==> config.mk <==
export PLATFORM = sky130hd
export DESIGN_NAME = uart_tx_scheduler
export DESIGN_NICKNAME = d
export VERILOG_FILES = /design/src/rtl/uart_pkg.sv /design/src/rtl/uart_tx_scheduler_rr_arbiter.sv /design/src/rtl/uart_tx_scheduler.sv
export SDC_FILE = /design/constraint.sdc
export NUM_CORES = 1
export LEC_CHECK = 0
export ABC_AREA = 1
export ABC_CLOCK_PERIOD_IN_PS = 2900
export BUFFER_PORTS_ARGS = -buffer_cell sky130_fd_sc_hd__clkbuf_2
export CAP_MARGIN = 40
export CORE_MARGIN = 2
export CORE_UTILIZATION = 41
export DETAILED_ROUTE_END_ITERATION = 8
export PLACE_DENSITY = 0.71
export SETUP_SLACK_MARGIN = 0.3
export SLEW_MARGIN = 20
export SYNTH_ARGS = -nofsm -noshare
export SYNTH_HDL_FRONTEND = slang
export SYNTH_SLANG_ARGS = --single-unit
==> constraint.sdc <==
create_clock -name clk -period 2.9 [get_ports clk]
set_clock_uncertainty 0.1 [all_clocks]
set_input_delay 0.725 -clock clk [delete_from_list [all_inputs] [get_ports clk]]
set_output_delay 0.725 -clock clk [all_outputs]
set_load 0.05 [all_outputs]
==> src/rtl/uart_pkg.sv <==
// Shared UART definitions: the default bit timing used by the Transmitter
// and its scheduler, and the scheduler state encoding.
package uart_pkg;

    localparam int UART_CLKS_PER_BIT = 10416;  // 100 MHz clk, 9600 baud
    localparam int UART_FRAME_BITS   = 10;     // start + 8 data + stop

    typedef enum logic [1:0] {
        IDLE = 2'd0,
        SEND = 2'd1,
        GAP  = 2'd2
    } sched_state_t;

    // Larger of two integers, used when sizing shared counters.
    function automatic int max_int(input int a, input int b);
        return (a > b) ? a : b;
    endfunction

endpackage

==> src/rtl/uart_tx_scheduler_rr_arbiter.sv <==
// Combinational round-robin arbiter: the search starts one past the last
// granted index and wraps, so the most recently served requester has the
// lowest priority.
module rr_arbiter
    import uart_pkg::*;
#(
    parameter int N  = 4,
    parameter int IW = (N > 1) ? $clog2(N) : 1
) (
    input  logic [N-1:0]  req,
    input  logic [IW-1:0] last_grant,
    output logic [N-1:0]  gnt,
    output logic [IW-1:0] gnt_idx,
    output logic          any
);

    logic [IW-1:0] idx_s;

    // Walk the requesters from last_grant+1 with wrap-around; first hit wins.
    always_comb begin
        gnt     = '0;
        gnt_idx = last_grant;
        any     = 1'b0;
        idx_s   = '0;
        for (int k = 1; k <= N; k++) begin
            idx_s = IW'((int'(last_grant) + k) % N);
            if (!any && req[idx_s]) begin
                any          = 1'b1;
                gnt_idx      = idx_s;
                gnt[idx_s]   = 1'b1;
            end else begin
                any = any;
            end
        end
    end

endmodule

==> src/rtl/uart_tx_scheduler.sv <==
// Shares one UART Transmitter between NUM_REQ byte producers. The
// Transmitter has no done flag, so this block times each frame itself:
// Transmit is held high with stable data for exactly one frame, followed by
// a forced idle gap before the next round-robin grant.
module uart_tx_scheduler
    import uart_pkg::*;
#(
    parameter int NUM_REQ      = 4,
    parameter int CLKS_PER_BIT = UART_CLKS_PER_BIT,
    parameter int FRAME_BITS   = UART_FRAME_BITS,
    parameter int GAP_CYCLES   = 2,
    parameter int IW           = (NUM_REQ > 1) ? $clog2(NUM_REQ) : 1
) (
    input  logic                 clk,
    input  logic                 rst,
    input  logic                 enable,
    input  logic [NUM_REQ-1:0]   req_valid,
    input  logic [8*NUM_REQ-1:0] req_data,
    output logic [NUM_REQ-1:0]   req_ready,
    output logic                 tx_transmit,
    output logic [7:0]           tx_data,
    output logic                 busy,
    output logic [IW-1:0]        grant_id,
    output logic [15:0]          frames_sent
);

    localparam int FRAME_CYCLES = FRAME_BITS * CLKS_PER_BIT;
    // One counter times both the frame and the gap, so size it for the longer.
    localparam int CW = max_int(1, $clog2(max_int(FRAME_CYCLES, GAP_CYCLES)));
    localparam logic [CW-1:0] FRAME_LAST = CW'(FRAME_CYCLES - 1);
    localparam logic [CW-1:0] GAP_LAST   = CW'(GAP_CYCLES - 1);

    sched_state_t  state_r;
    sched_state_t  state_nx;
    logic [CW-1:0] cnt_r;
    logic [CW-1:0] cnt_nx;
    logic [7:0]    data_r;
    logic [IW-1:0] grant_r;
    logic [15:0]   frames_r;
    logic          tx_transmit_r;
    logic          busy_r;

    logic [NUM_REQ-1:0] gnt_s;
    logic [IW-1:0]      gnt_idx_s;
    logic               any_s;
    logic               accept_s;
    logic               frame_done_s;

    rr_arbiter #(
        .N  (NUM_REQ),
        .IW (IW)
    ) u_arb (
        .req        (req_valid),
        .last_grant (grant_r),
        .gnt        (gnt_s),
        .gnt_idx    (gnt_idx_s),
        .any        (any_s)
    );

    // Next-state and counter logic; acceptance only happens in IDLE with enable.
    always_comb begin
        state_nx     = state_r;
        cnt_nx       = cnt_r;
        accept_s     = 1'b0;
        frame_done_s = 1'b0;
        case (state_r)
            IDLE: begin
                if (enable && any_s) begin
                    accept_s = 1'b1;
                    state_nx = SEND;
                    cnt_nx   = '0;
                end else begin
                    state_nx = IDLE;
                end
            end
            SEND: begin
                if (cnt_r == FRAME_LAST) begin
                    state_nx     = GAP;
                    cnt_nx       = '0;
                    frame_done_s = 1'b1;
                end else begin
                    cnt_nx = cnt_r + CW'(1);
                end
            end
            GAP: begin
                if (cnt_r == GAP_LAST) begin
                    state_nx = IDLE;
                    cnt_nx   = '0;
                end else begin
                    cnt_nx = cnt_r + CW'(1);
                end
            end
            default: begin
                state_nx = IDLE;
                cnt_nx   = '0;
            end
        endcase
    end

    // State and frame/gap counter registers.
    always_ff @(posedge clk or posedge rst) begin
        if (rst) begin
            state_r <= IDLE;
            cnt_r   <= '0;
        end else begin
            state_r <= state_nx;
            cnt_r   <= cnt_nx;
        end
    end

    // Latch the winner's byte and index on acceptance; later data changes are ignored.
    always_ff @(posedge clk or posedge rst) begin
        if (rst) begin
            data_r  <= 8'h00;
            grant_r <= IW'(NUM_REQ - 1);
        end else if (accept_s) begin
            data_r  <= req_data[8*gnt_idx_s +: 8];
            grant_r <= gnt_idx_s;
        end else begin
            data_r  <= data_r;
            grant_r <= grant_r;
        end
    end

    // Count fully completed frames; wraps naturally at 16 bits.
    always_ff @(posedge clk or posedge rst) begin
        if (rst) begin
            frames_r <= 16'h0000;
        end else if (frame_done_s) begin
            frames_r <= frames_r + 16'd1;
        end else begin
            frames_r <= frames_r;
        end
    end

    // Registered Transmit and busy, decoded from the upcoming state.
    always_ff @(posedge clk or posedge rst) begin
        if (rst) begin
            tx_transmit_r <= 1'b0;
            busy_r        <= 1'b0;
        end else begin
            tx_transmit_r <= (state_nx == SEND);
            busy_r        <= (state_nx != IDLE);
        end
    end

    // Ready must be combinational so a falling enable suppresses the grant in the same cycle.
    assign req_ready   = accept_s ? gnt_s : '0;
    assign tx_transmit = tx_transmit_r;
    assign tx_data     = data_r;
    assign busy        = busy_r;
    assign grant_id    = grant_r;
    assign frames_sent = frames_r;

endmodule

After elaboration in Yosys (flattened, before gate mapping)
Cells that the tools add are included.
Storage, ports and cells
  input port bits: 39
  output and inout port bits: 32
  bits in registers: 47
  logic and storage cells: 85
Operators by class
  reductions and logical operators: 13
  bitwise logic cells: 3
  order comparisons: 8
  mux-type cells: 41
  add/sub/neg operators: 6
  shift operators: 1
  equal/unequal tests: 6
Operators by type and width (number)
  two-way mux 17 bit: 3
  one-hot mux 17 bit (3 select lines): 1
  variable part select 32 x 6 -> 8 bit: 1
  two-way mux 4 bit: 5
  adder 17 x 1 -> 17 bit, second input constant: 1
  equality test 17 x 1 -> 1 bit, second input constant: 1
  equality test 17 bit, second input constant: 1
  two-way mux 1 bit: 17
  adder 16 x 1 -> 16 bit, second input constant: 1
  less-than comparator 2 x 3 -> 1 bit, second input constant: 4
  two-way mux 2 bit: 6
  OR 4 bit: 3
  binary-select mux 1 bit (select 2 bit): 4
  demux 1 bit (select 2 bit): 4
  >= comparator 2 x 1 -> 1 bit, second input constant: 4
  logical AND 1 bit: 8
  one-hot mux 2 bit (3 select lines): 1
  adder 2 x 1 -> 2 bit, second input constant: 2
  adder 2 bit, second input constant: 2
  equality test 2 x 1 -> 1 bit, second input constant: 2
  logical NOT 1 bit: 3
  equality test 2 bit, second input constant: 1
  logical NOT 2 bit: 1
  inequality test 2 bit, second input constant: 1
  nonzero test 2 bit: 1

Depth between registers and ports, before layout
Gate-level depths: netlist of run 1.
  word-level depth: 17
  depth in mapped cells: 14
  gate-level depth less buffers: 13

Hierarchy
A second synthesis of run 1 with hierarchy kept.
Unflattened totals
  cell total of the unflattened synthesis: 441
  area total of the unflattened synthesis: 3193.1 um^2
By module, submodules not included
  uart_tx_scheduler: cells each 365, area each 2720.1 um^2, times used 1, seq. area each 1178.6 um^2
  rr_arbiter: cells each 76, area each 473.0 um^2, times used 1, seq. area each 0.0 um^2

Least setup slack after synthesis of run 1
Ideal clock, no wire load.
  path type: flip-flop to output port
  start point: reg grant_r[0] (netlist: grant_id[0])
  end point: out req_ready[1]
  required time: 2.075 ns
  arrival time: 2.737 ns
  stages on the path, launching flop included: 12
  path buffers: 1
  setup slack: -0.662 ns
  cells stage by stage: dfstp_2 buf_6 inv_8 ha_1 inv_1 nand3_2 nand2_4 inv_6 nand2_1 o22ai_1 a21oi_1 a21oi_1
Between the ends
  cells in the longest elaborated chain, start to end: 17
  elaborated cells between the ends (all ways): 53
  classes of those cells: add/sub: 4; order compare: 8; mux: 27; bitwise: 3; reduce/logical: 11
Ends and longest elaborated chain
  start, declared: line uart_tx_scheduler.sv:38  | logic [IW-1:0] grant_r;
  start signal, assigned: line uart_tx_scheduler.sv:115  | grant_r <= IW'(NUM_REQ - 1);
  start signal, assigned: line uart_tx_scheduler.sv:118  | grant_r <= gnt_idx_s;
  start signal, assigned: line uart_tx_scheduler.sv:121  | grant_r <= grant_r;
  branches (longest 16 deep; another with less-than comparator 2 x 3 -> 1 bit)
  two-way mux 4 bit *: line uart_tx_scheduler.sv:148  | assign req_ready = accept_s ? gnt_s : '0;
  end, declared: line uart_tx_scheduler.sv:19  | output logic [NUM_REQ-1:0] req_ready,
Mark *: on every way between the ends. The select of a mux whose other input is x is not followed.

Final worst setup path of run 1
  start point: reg grant_r[1] (netlist: grant_id[1])
  end point: out req_ready[2]
The elaborated chain is that of the path after synthesis.

==> results of run 1 <==
## worst max-delay path, stage by stage (launching register included)
cell and delay (ns):
sky130_fd_sc_hd__dfstp_4 0.64, sky130_fd_sc_hd__clkinvlp_4 0.10, sky130_fd_sc_hd__ha_4 0.27, sky130_fd_sc_hd__inv_4 0.07, sky130_fd_sc_hd__nand3_4 0.09, sky130_fd_sc_hd__nand2_8 0.10
sky130_fd_sc_hd__inv_8 0.04, sky130_fd_sc_hd__nand2_4 0.06, sky130_fd_sc_hd__o21ai_2 0.06, sky130_fd_sc_hd__a21oi_2 0.09, sky130_fd_sc_hd__o21ai_1 0.08, sky130_fd_sc_hd__nand2_1 0.11
sky130_fd_sc_hd__clkinvlp_4 0.11, sky130_fd_sc_hd__buf_12 0.15
## repair_timing
item                       CTS  global route
setup endpoints to repair    4             4
hold buffers                 0             0
pin swaps                    3             3
gates resized for setup      5            10
buffers inserted             3             1
## registers in the layout, summed over array words and instances (netlist names)
signal,flops
busy,1
cnt_r,17
frames_sent,16
grant_id,2
state_r,2
tx_data,8
tx_transmit,1
## area by class of cell
class | count | area [µm²]
Fill cell | 806 | 4240
Multi-Input combinational cell | 377 | 2220
Sequential cell | 47 | 1190
Timing Repair Buffer | 83 | 507
Inverter | 66 | 275
Tap cell | 108 | 135
Clock buffer | 5 | 68.8
Clock inverter | 3 | 46.3
## cells by family after synthesis
kind of cell / Yosys count
AOI/OAI and AO/OA: 39
buffers and inverters: 77
xor gates and xnor gates: 19
DFF: 47
and+or+nand+nor: 304
adders and majority gates: 15
## power breakdown
part / switching, µW / internal [µW]
clock: 248 / 260
combinational: 1990 / 939
sequential: 78.5 / 779
## metrics by stage
step | hold WS [ns] | setup slack [ns]
after CTS | 0.390 | -0.226
after global placement | 0.364 | 0.0919
after detailed placement | 0.366 | 0.0419
after global routing | 0.403 | -0.310
after floorplan | 0.371 | -0.0898
final | 0.388 | -0.198
## cells in the final DEF, fill, tap and decap left out, types with 3 or more instances in the layout
master	netlist	final
sky130_fd_sc_hd__buf_4	1	12
sky130_fd_sc_hd__nor2_2	3	3
sky130_fd_sc_hd__clkinvlp_4	0	3
sky130_fd_sc_hd__o21ai_1	6	8
sky130_fd_sc_hd__xnor2_1	3	3
sky130_fd_sc_hd__a21oi_1	13	6
sky130_fd_sc_hd__ha_1	15	14
sky130_fd_sc_hd__nand2_4	8	8
sky130_fd_sc_hd__o21ai_0	11	8
sky130_fd_sc_hd__nor2_1	23	23
sky130_fd_sc_hd__nand3_1	83	83
sky130_fd_sc_hd__nand4_1	23	23
sky130_fd_sc_hd__nand2_1	120	117
sky130_fd_sc_hd__clkbuf_8	0	5
sky130_fd_sc_hd__nor3_1	13	13
sky130_fd_sc_hd__a21oi_2	3	7
sky130_fd_sc_hd__nand3_2	12	11
sky130_fd_sc_hd__clkbuf_2	0	66
sky130_fd_sc_hd__buf_12	1	3
sky130_fd_sc_hd__dfrtp_1	45	45
sky130_fd_sc_hd__a21oi_4	0	3
sky130_fd_sc_hd__xor2_1	16	16
sky130_fd_sc_hd__inv_2	5	5
sky130_fd_sc_hd__nand2_2	11	13
sky130_fd_sc_hd__inv_1	59	55
## per-layer routing
metal  routed length, µm  part of all wire [%]
met2                4420                    48
met3                 438                   4.7
met1                4320                    46
met4                 124                   1.3
met5                   0                     0
## worst max-delay path by stage
stage	startpoint	to	cells after the start
6_report	grant_id[1]	req_ready[2]	13
5_1_grt	grant_id[1]	req_ready[2]	13
4_1_cts	grant_id[1]	req_ready[2]	13
3_5_place_dp	req_valid[0]	req_ready[3]	12
3_3_place_gp	req_valid[0]	req_ready[3]	12
2_1_floorplan	grant_id[1]	req_ready[2]	12
==> metrics.log, run 1 <==
[metrics] post-synth design cell area: 0.00366 mm²
[metrics] WP data arrival: 2.27 ns
[metrics] synth top area cells: sky130_fd_sc_hd__dfrtp_1 31%, sky130_fd_sc_hd__nand2_1 12%, sky130_fd_sc_hd__nand3_1 11%
[metrics] maximum number of pins on one net before global-route repair: 48
[metrics] total number of vias: 3,545
[metrics] Routability Congestion: 0.968
[metrics] row count: 34
[metrics] master cell of the clock root buffer: sky130_fd_sc_hd__clkbuf_8
[metrics] proportion of synthesized area in mux cells: 0%
[metrics] core area: 0.00868 mm²
[metrics] number of failing setup endpoints in the final timing report: 4
[metrics] nature of the critical path endpoint: output port
[metrics] layout cell share with drive strength beyond 1: 27.4%
[metrics] effective utilization at floorplan: 42.2%
[metrics] sequential element share of the synthesized area: 32.2%
[metrics] Post-synth EDFFs: 0
[metrics] Worst R2R Start: grant_id[1]
[metrics] Tightest Pin Transition: 0.615 ns
[metrics] sum of overflow across all layers after global routing: 0
[metrics] cell count after placement: 677
[metrics] Max IR drop VDD: 0.463 mV
[metrics] post-synthesis register bit count: 47
[metrics] number of design-rule violations left by the first detailed-router iteration: 189
[metrics] CTS tree: done
[metrics] global-route met1 utilization: 27.0%
[metrics] layout net count: 634
[metrics] level count of the clock H-tree: 2
[metrics] worst rel slew slack: 59.0%
[metrics] standard cell area after detailed placement: 0.00424 mm²
[metrics] share of synthesized cell area in and, or, nand and nor gates: 42.0%
[metrics] Area Overhead vs Synth: 21.3%
[metrics] post-synthesis cell type with the largest combined area: sky130_fd_sc_hd__dfrtp_1
[metrics] depth of the most critical reg-to-reg path: 14
[metrics] instance count along the most critical hold path: 2
[metrics] crit path setup slack, layout: -0.198 ns
[metrics] fraction of met3 tracks used by global routing: 3.05%
[metrics] Max FO, Critical Path: 6
[metrics] Cells after Synth: 501
[metrics] synthesized-area fraction occupied by ao, oa, aoi and oai cells: 6.39%
[metrics] detailed-route vias per instance: 5.15
[metrics] fraction of synthesis flops using an asynchronous set or reset pin: 100%
[metrics] via count of the first global-routing pass: 3,375
[metrics] Post-Syn Nets: 555
[metrics] post-synth top area share: 30.8%
[metrics] number of input and output port buffers inserted: 70
[metrics] portion of the clock cycle consumed by the worst path in the final layout: 107%
[metrics] Hold Startpoint: tx_data[6]
[metrics] synthesized area per cell: 7.31 µm²
[metrics] met2 global-route usage: 33.3%
[metrics] residual DRC count: 0
[metrics] number of hold violations in the final report: 0
[metrics] number of antenna violations at the first check in global routing: 0
[metrics] non-filler instance count after layout: 689
[metrics] final total power: 4290 µW
[metrics] status: finished, violations left
[metrics] Final TNS setup: -0.642 ns
[metrics] R2R setup slack: 0.51 ns
[metrics] total die area: 0.00970 mm²
[metrics] most frequently used flop master after synthesis: sky130_fd_sc_hd__dfrtp_1
[metrics] Design Area, Final: 0.00444 mm²
[metrics] Max-Cap Viols: 0
[metrics] most frequent cell after synthesis: sky130_fd_sc_hd__nand2_1
[metrics] yosys synthesis warning count: 0
[metrics] Startpoint Class: register
[metrics] required time reported for the critical path endpoint: 2.08 ns
[metrics] final cell utilization of the core: 51.2%
[metrics] hold endpoint: tx_data[6]
[metrics] violations in the final reports: setup timing
[metrics] RSZ-0062 raised after global routing: yes
[metrics] count of inserted antenna diode cells: 0
[metrics] CTS clk-pin slew, worst paths: 0.09 ns
[metrics] die width: 98.5 µm
[metrics] synth cell count leaders: 120 x sky130_fd_sc_hd__nand2_1, 83 x sky130_fd_sc_hd__nand3_1, 59 x sky130_fd_sc_hd__inv_1, 45 x sky130_fd_sc_hd__dfrtp_1
[metrics] top achievable clock speed: 323 MHz
[metrics] overall die height: 98.5 µm
[metrics] clock insertion delay at the later pin of the skew report: 0.31 ns
[metrics] Final Routed Wirelength: 9300 µm
[metrics] post-synthesis cell type count: 38
[metrics] Leakage: 0.00218 µW
[metrics] HPWL reported at the end of detailed placement: 7030 µm
[metrics] Min Clock Period, post-route: 3.10 ns
[metrics] PwrDens: 967 mW/mm²
[metrics] buffer depth of the longest clock path: 2
[metrics] routed length per placed instance: 13.5 µm
[metrics] adder-cell share of the synthesized area: 5.13%
[metrics] busiest layer in global routing: met2
[metrics] 1st-pass router iterations: 5
[metrics] total global routing track utilization: 19.9%
[metrics] dominant combinational cell family by area after synthesis: simple AND/OR/NAND/NOR gates
[metrics] TritonCTS Buffers: 5
[metrics] max-slew violation count: 0
[metrics] xor and xnor fraction of the mapped netlist area: 4.55%
[metrics] classification of the worst setup path: register to output port
[metrics] DRT antenna net count: 0
[metrics] CTS Sinks: 47
[metrics] Top-Level Pins: 71
[metrics] path category of the worst min-delay check: register to register
[metrics] critical register-to-register path endpoint: tx_data[5]
[metrics] wire length of the first global-routing pass: 16,100 µm
No activity file was read; power rests on OpenSTA's default activity.
==> run 2, diff against run 1 <==
--- a/config.mk
+++ b/config.mk
@@ -9,6 +9,7 @@
 export ABC_CLOCK_PERIOD_IN_PS = 2900
 export BUFFER_PORTS_ARGS = -buffer_cell sky130_fd_sc_hd__clkbuf_2
 export CAP_MARGIN = 40
+export CORE_ASPECT_RATIO = 2
 export CORE_MARGIN = 2
 export CORE_UTILIZATION = 41
 export DETAILED_ROUTE_END_ITERATION = 8
==> constraint.sdc (replaced) <==
create_clock -name clk -period 2.9 [get_ports clk]
set_clock_uncertainty 0.1 [all_clocks]
set_input_delay 0.29 -clock clk [delete_from_list [all_inputs] [get_ports clk]]
set_output_delay 0.29 -clock clk [all_outputs]
set_load 0.05 [all_outputs]
==> metrics.log, run 2 (same netlist as run 1, synthesis figures left out) <==
[metrics] hold endpoint: tx_data[2] (was tx_data[6])
[metrics] number of design-rule violations left by the first detailed-router iteration: 248 (was 189)
[metrics] final cell utilization of the core: 53.9% (was 51.2%)
[metrics] instance count along the most critical hold path: 5 (was 2)
[metrics] routed length per placed instance: 15.3 µm (was 13.5 µm)
[metrics] max-slew violation count: 0 (unchanged)
[metrics] total die area: 0.00975 mm² (was 0.00970 mm²)
[metrics] fraction of power spent switching nets: 52.1% (was 53.9%)
[metrics] worst rel slew slack: 57.6% (was 59.0%)
[metrics] depth of the most critical reg-to-reg path: 14 (unchanged)
[metrics] WP data arrival: 2.21 ns (was 2.27 ns)
[metrics] sum of overflow across all layers after global routing: 0 (unchanged)
[metrics] Final Routed Wirelength: 10,600 µm (was 9300 µm)
[metrics] Area Overhead vs Synth: 27.3% (was 21.3%)
[metrics] Tightest Pin Transition: 0.636 ns (was 0.615 ns)
[metrics] total global routing track utilization: 21.6% (was 19.9%)
[metrics] Max FO, Critical Path: 6 (unchanged)
[metrics] overall die height: 138 µm (was 98.5 µm)
[metrics] via count of the first global-routing pass: 3,806 (was 3,375)
[metrics] Most flops, register: cnt_r (unchanged)
[metrics] portion of the clock cycle consumed by the worst path in the final layout: 89.7% (was 107%)
[metrics] combinational cell fraction of total power: 67.6% (was 68.2%)
[metrics] required time reported for the critical path endpoint: 2.51 ns (was 2.08 ns)
[metrics] Top-Level Pins: 71 (unchanged)
[metrics] status: complete, no violations (was finished, violations left)
[metrics] number of failing setup endpoints in the final timing report: 0 (was 4)
[metrics] DRT antenna net count: 0 (unchanged)
[metrics] Max IR drop VDD: 0.471 mV (was 0.463 mV)
[metrics] Worst R2R Start: grant_id[0] (was grant_id[1])
[metrics] HPWL reported at the end of detailed placement: 7720 µm (was 7030 µm)
[metrics] Final TNS setup: 0 ns (was -0.642 ns)
[metrics] max reg flops: 17 (unchanged)
[metrics] RSZ-0062 raised after global routing: yes (unchanged)
[metrics] core area: 0.00865 mm² (was 0.00868 mm²)
[metrics] layout cell share with drive strength beyond 1: 30.1% (was 27.4%)
[metrics] Sw Pwr: 2460 µW (was 2310 µW)
[metrics] Routability Congestion: 0.964 (was 0.968)
[metrics] TritonCTS Buffers: 5 (unchanged)
[metrics] die width: 70.8 µm (was 98.5 µm)
[metrics] layout net count: 645 (was 634)
[metrics] detailed-route vias per instance: 5.41 (was 5.15)
[metrics] top library cells by usage in the layout, fill and taps aside: 112 x sky130_fd_sc_hd__nand2_1, 82 x sky130_fd_sc_hd__nand3_1, 66 x sky130_fd_sc_hd__clkbuf_2, 54 x sky130_fd_sc_hd__inv_1, 45 x sky130_fd_sc_hd__dfrtp_1 (was 117 x sky130_fd_sc_hd__nand2_1, 83 x sky130_fd_sc_hd__nand3_1, 66 x sky130_fd_sc_hd__clkbuf_2, 55 x sky130_fd_sc_hd__inv_1, 45 x sky130_fd_sc_hd__dfrtp_1)
[metrics] top achievable clock speed: 384 MHz (was 323 MHz)
[metrics] CTS clk-pin slew, worst paths: 0.06 ns (was 0.09 ns)
[metrics] leading cell type in the layout, fill and taps excluded: sky130_fd_sc_hd__nand2_1 (unchanged)
[metrics] Min Clock Period, post-route: 2.60 ns (was 3.10 ns)
[metrics] clock insertion delay at the later pin of the skew report: 0.30 ns (was 0.31 ns)
[metrics] number of antenna violations at the first check in global routing: 0 (unchanged)
[metrics] level count of the clock H-tree: 2 (unchanged)
[metrics] classification of the worst setup path: register to output port (unchanged)
[metrics] buffer depth of the longest clock path: 2 (unchanged)
[metrics] Leakage: 0.00230 µW (was 0.00218 µW)
[metrics] maximum number of pins on one net before global-route repair: 31 (was 48)
[metrics] row count: 48 (was 34)
[metrics] Fill cells: 786 (was 806)
[metrics] wire length of the first global-routing pass: 17,000 µm (was 16,100 µm)
[metrics] clock power share: 14.1% (was 11.8%)
[metrics] 1st-pass router iterations: 4 (was 5)
[metrics] Hold Startpoint: req_data[26] (was tx_data[6])
[metrics] critical register-to-register path endpoint: tx_data[1] (was tx_data[5])
[metrics] effective utilization at floorplan: 42.3% (was 42.2%)
[metrics] path category of the worst min-delay check: input pin to register (was register to register)
[metrics] Max-Cap Viols: 0 (unchanged)
[metrics] master cell of the clock root buffer: sky130_fd_sc_hd__clkbuf_16 (was sky130_fd_sc_hd__clkbuf_8)
[metrics] total number of vias: 3,746 (was 3,545)
[metrics] nature of the critical path endpoint: output port (unchanged)
[metrics] cell internal pwr: 2260 µW (was 1980 µW)
[metrics] R2R setup slack: 0.48 ns (was 0.51 ns)
[metrics] Startpoint Class: register (unchanged)
[metrics] number of hold violations in the final report: 0 (unchanged)
[metrics] CTS Sinks: 47 (unchanged)
[metrics] PwrDens: 1010 mW/mm² (was 967 mW/mm²)
[metrics] count of inserted antenna diode cells: 0 (unchanged)
[metrics] CTS tree: done (unchanged)
[metrics] number of input and output port buffers inserted: 70 (unchanged)
[metrics] residual DRC count: 0 (unchanged)
[metrics] part of the total power dissipated in sequential elements: 18.3% (was 20.0%)
run 2: cell count changes in the layout (fill, tap and decap cells not counted), sizes merged:
cell / delta
clkbuf: +2
inv: +1
clkinvlp: -1
dlygate4sd3: +1
buf: +8
run 2: timing repair:
item                                   in CTS  in global routing
cloned                                      0                  0
hold buffers                                1                  0
setup endpoints to repair                   4                  4
endpoints found under the hold margin      16                  0
gates resized for setup                    21                 27
pin swaps                                   8                 11
setup buffers                              16                  3
run 2: worst max path at each step:
stage           startpoint      endpoint  slack [ns]  cells after the start
2_1_floorplan  grant_id[0]  req_ready[2]        0.30                     13
3_3_place_gp   grant_id[0]  req_ready[2]        0.22                     13
3_5_place_dp   grant_id[0]  req_ready[2]        0.21                     13
4_1_cts        grant_id[0]  req_ready[2]        0.30                     13
5_1_grt        grant_id[0]  req_ready[2]        0.23                     14
6_report       grant_id[0]  req_ready[2]        0.30                     13
run 2: cell type report:
class / instances / area [µm²] / area share (%)
Multi-Input combinational cell: 377 / 2280 / 48.9
Sequential cell: 47 / 1190 / 25.4
Timing Repair Buffer: 94 / 629 / 13.5
Inverter: 66 / 269 / 5.77
Clock buffer: 5 / 125 / 2.68
Tap cell: 100 / 125 / 2.68
Clock inverter: 3 / 46.3 / 0.993
run 2: power by group through the flow:
stage	Combinational (µW)	Clock (µW)	Sequential (µW)
floorplan	1890	0	1160
detailed placement	2580	0	915
finish	3190	667	863
CTS	2910	689	862
global placement	2530	0	913
global route	3470	709	878
run 2: layer usage:
metal	vias up	part of all wire [%]	global-route usage (%)
met2	120	57	40.2
met3	40	3.2	2.27
li1	1835	-	-
met1	1751	35	22.2
met4	0	4.7	14.5
met5	-	0	0
run 2: worst max-delay path, cell delays in order, from the launching register on:
cell and delay [ns]:
sky130_fd_sc_hd__dfstp_4 0.66, sky130_fd_sc_hd__inv_8 0.05, sky130_fd_sc_hd__ha_4 0.30, sky130_fd_sc_hd__inv_4 0.05, sky130_fd_sc_hd__nand3_4 0.08, sky130_fd_sc_hd__nand2_8 0.08
sky130_fd_sc_hd__inv_8 0.08, sky130_fd_sc_hd__nand2_4 0.06, sky130_fd_sc_hd__o21ai_2 0.13, sky130_fd_sc_hd__a21oi_2 0.05, sky130_fd_sc_hd__o21ai_2 0.08, sky130_fd_sc_hd__nand2_4 0.07
sky130_fd_sc_hd__clkinvlp_4 0.08, sky130_fd_sc_hd__clkbuf_16 0.15
run 2: per-stage QoR:
stage / area (µm²) / setup WS, ns / instances / total power [µW] / hold slack (ns)
final: 4660 / 0.299 / 692 / 4720 / 0.233
after global routing: 4660 / 0.229 / 692 / 5060 / 0.256
after CTS: 4530 / 0.303 / 689 / 4460 / 0.227
after detailed placement: 4140 / 0.206 / 664 / 3500 / 0.195
after global placement: 4120 / 0.225 / 663 / 3450 / 0.369
after floorplan: 3720 / 0.301 / 501 / 3040 / 0.371
==> run 3, diff against run 2 <==
--- a/config.mk
+++ b/config.mk
@@ -14,6 +14,7 @@
 export CORE_UTILIZATION = 41
 export DETAILED_ROUTE_END_ITERATION = 8
 export PLACE_DENSITY = 0.71
+export REMOVE_ABC_BUFFERS = 1
 export SETUP_SLACK_MARGIN = 0.3
 export SLEW_MARGIN = 20
 export SYNTH_ARGS = -nofsm -noshare
==> metrics.log, run 3 (same netlist as run 1, synthesis figures left out) <==
[metrics] status: complete, no violations (unchanged)
[metrics] Area Overhead vs Synth: 20.8% (was 27.3%)
[metrics] wire length of the first global-routing pass: 16,700 µm (was 17,000 µm)
[metrics] row count: 48 (unchanged)
[metrics] Final Routed Wirelength: 10,600 µm (about the same)
[metrics] maximum number of pins on one net before global-route repair: 28 (was 31)
[metrics] number of antenna violations at the first check in global routing: 0 (unchanged)
[metrics] standard cell area after detailed placement: 0.00410 mm² (was 0.00414 mm²)
[metrics] clock insertion delay at the later pin of the skew report: 0.29 ns (was 0.30 ns)
[metrics] Min Clock Period, post-route: 2.55 ns (was 2.60 ns)
[metrics] WHS: 0.235 ns (was 0.233 ns)
[metrics] total number of vias: 3,765 (was 3,746)
[metrics] CTS clk-pin slew, worst paths: 0.06 ns (about the same)
[metrics] routed length per placed instance: 15.6 µm (was 15.3 µm)
[metrics] layout cell share with drive strength beyond 1: 25.9% (was 30.1%)
[metrics] cell count after placement: 665 (was 664)
[metrics] number of design-rule violations left by the first detailed-router iteration: 168 (was 248)
[metrics] level count of the clock H-tree: 2 (unchanged)
[metrics] core area: 0.00865 mm² (unchanged)
[metrics] non-filler instance count after layout: 682 (was 692)
[metrics] nature of the critical path endpoint: output port (unchanged)
[metrics] top library cells by usage in the layout, fill and taps aside: 119 x sky130_fd_sc_hd__nand2_1, 82 x sky130_fd_sc_hd__nand3_1, 66 x sky130_fd_sc_hd__clkbuf_2, 55 x sky130_fd_sc_hd__inv_1, 45 x sky130_fd_sc_hd__dfrtp_1 (was 112 x sky130_fd_sc_hd__nand2_1, 82 x sky130_fd_sc_hd__nand3_1, 66 x sky130_fd_sc_hd__clkbuf_2, 54 x sky130_fd_sc_hd__inv_1, 45 x sky130_fd_sc_hd__dfrtp_1)
[metrics] Top-Level Pins: 71 (unchanged)
[metrics] DRT antenna net count: 0 (unchanged)
[metrics] master cell of the clock root buffer: sky130_fd_sc_hd__clkbuf_16 (unchanged)
[metrics] detailed-route vias per instance: 5.52 (was 5.41)
[metrics] portion of the clock cycle consumed by the worst path in the final layout: 88.1% (was 89.7%)
[metrics] number of hold violations in the final report: 0 (unchanged)
[metrics] leading cell type in the layout, fill and taps excluded: sky130_fd_sc_hd__nand2_1 (unchanged)
[metrics] top achievable clock speed: 392 MHz (was 384 MHz)
[metrics] CTS tree: done (unchanged)
[metrics] effective utilization at floorplan: 42.3% (unchanged)
[metrics] die width: 70.8 µm (unchanged)
[metrics] count of inserted antenna diode cells: 0 (unchanged)
[metrics] max reg flops: 17 (unchanged)
[metrics] WP data arrival: 2.16 ns (was 2.21 ns)
[metrics] RSZ-0062 raised after global routing: yes (unchanged)
[metrics] Most flops, register: cnt_r (unchanged)
[metrics] Final TNS setup: 0 ns (unchanged)
[metrics] HPWL reported at the end of detailed placement: 8050 µm (was 7720 µm)
[metrics] TritonCTS Buffers: 5 (unchanged)
[metrics] sum of overflow across all layers after global routing: 0 (unchanged)
[metrics] total global routing track utilization: 21.9% (was 21.6%)
[metrics] buffer depth of the longest clock path: 2 (unchanged)
[metrics] overall die height: 138 µm (unchanged)
[metrics] worst rel slew slack: 57.5% (was 57.6%)
[metrics] 1st-pass router iterations: 5 (was 4)
[metrics] Routability Congestion: 0.947 (was 0.964)
[metrics] Design Area, Final: 0.00442 mm² (was 0.00466 mm²)
[metrics] required time reported for the critical path endpoint: 2.51 ns (about the same)
[metrics] Max-Cap Viols: 0 (unchanged)
[metrics] number of input and output port buffers inserted: 70 (unchanged)
[metrics] total die area: 0.00975 mm² (unchanged)
[metrics] number of failing setup endpoints in the final timing report: 0 (unchanged)
[metrics] R2R setup slack: 0.53 ns (was 0.48 ns)
[metrics] Max IR drop VDD: 0.396 mV (was 0.471 mV)
[metrics] layout net count: 635 (was 645)
[metrics] residual DRC count: 0 (unchanged)
[metrics] classification of the worst setup path: register to output port (unchanged)
[metrics] max-slew violation count: 0 (unchanged)
[metrics] path category of the worst min-delay check: input pin to register (unchanged)
[metrics] Max FO, Critical Path: 6 (unchanged)
[metrics] Startpoint Class: register (unchanged)
[metrics] Leakage: 0.00222 µW (was 0.00230 µW)
[metrics] via count of the first global-routing pass: 3,711 (was 3,806)
[metrics] CTS Sinks: 47 (unchanged)
[metrics] PwrDens: 1000 mW/mm² (was 1010 mW/mm²)
[metrics] Tightest Pin Transition: 0.638 ns (was 0.636 ns)
[run 3: cell types whose count changed in the layout (fill, tap and decap cells not counted), moves of 3 or more]
cell	change
sky130_fd_sc_hd__a21oi_4	-3
sky130_fd_sc_hd__nand2_4	-3
sky130_fd_sc_hd__a21oi_1	+5
sky130_fd_sc_hd__buf_4	-4
sky130_fd_sc_hd__nand2_1	+7
sky130_fd_sc_hd__buf_6	-3
[run 3: timing repair]
action / CTS / global route
hold buffers: 1 / 0
gates resized for setup: 9 / 13
endpoints found under the setup margin: 4 / 4
pin swaps: 5 / 9
endpoints found under the hold margin: 24 / 0
setup buffers: 7 / 1
[run 3: area by class of cell]
| cell class | instances | area, µm² |
|---|---|---|
| clock buffers | 6 | 129 |
| well taps | 100 | 125 |
| inverters | 66 | 260 |
| multi-input cells | 377 | 2160 |
| flip-flops and latches | 47 | 1180 |
| clock inverters | 2 | 60.1 |
| repair buffers | 84 | 513 |
| fillers | 862 | 4230 |
[run 3: per-layer routing]
metal	vias up	part of all wire [%]	global-route usage, %
li1	1807	-	-
met1	1779	34	20.1
met2	142	57	43.3
met3	37	3.2	2.63
met4	0	4.9	14.5
met5	-	0	0
[run 3: worst paths after layout]
| check | from | to | cells after the start |
|---|---|---|---|
| setup / recovery | grant_id[0] | req_ready[1] | 11 |
| hold / removal | req_data[31] | tx_data[7] | 5 |
| setup reg to reg | grant_id[0] | tx_data[0] | 14 |
| hold reg to reg | tx_data[0] | tx_data[0] | 2 |
| max in group asynchronous | rst | grant_id[0] | 4 |
| min in group asynchronous | rst | frames_sent[3] | 3 |
[run 3: report_power, final]
part	leakage, µW	switching [µW]	internal (µW)
combinational	0.00150	1950	873
clock	0.0000911	247	494
sequential	0.000630	81.5	771
[run 3: metrics by stage]
stage                     setup WS [ns]  util, %  power (µW)
final                             0.346     51.1        4420
after global placement            0.312     47.1        3390
after floorplan                  -0.235        -        2810
after detailed placement          0.238     47.4        3440
after CTS                         0.315     50.7        4340
after global routing              0.246     51.1        4710
[run 3: worst max-delay path: stages (launching register included)]
cell                      delay, ns
sky130_fd_sc_hd__dfstp_2       0.60
sky130_fd_sc_hd__inv_8         0.05
sky130_fd_sc_hd__ha_4          0.29
sky130_fd_sc_hd__inv_2         0.04
sky130_fd_sc_hd__nand3_2       0.09
sky130_fd_sc_hd__nand2_4       0.09
sky130_fd_sc_hd__inv_6         0.08
sky130_fd_sc_hd__nand2_2       0.08
sky130_fd_sc_hd__o22ai_2       0.13
sky130_fd_sc_hd__a21oi_1       0.05
sky130_fd_sc_hd__a21oi_1       0.16
sky130_fd_sc_hd__buf_4         0.22
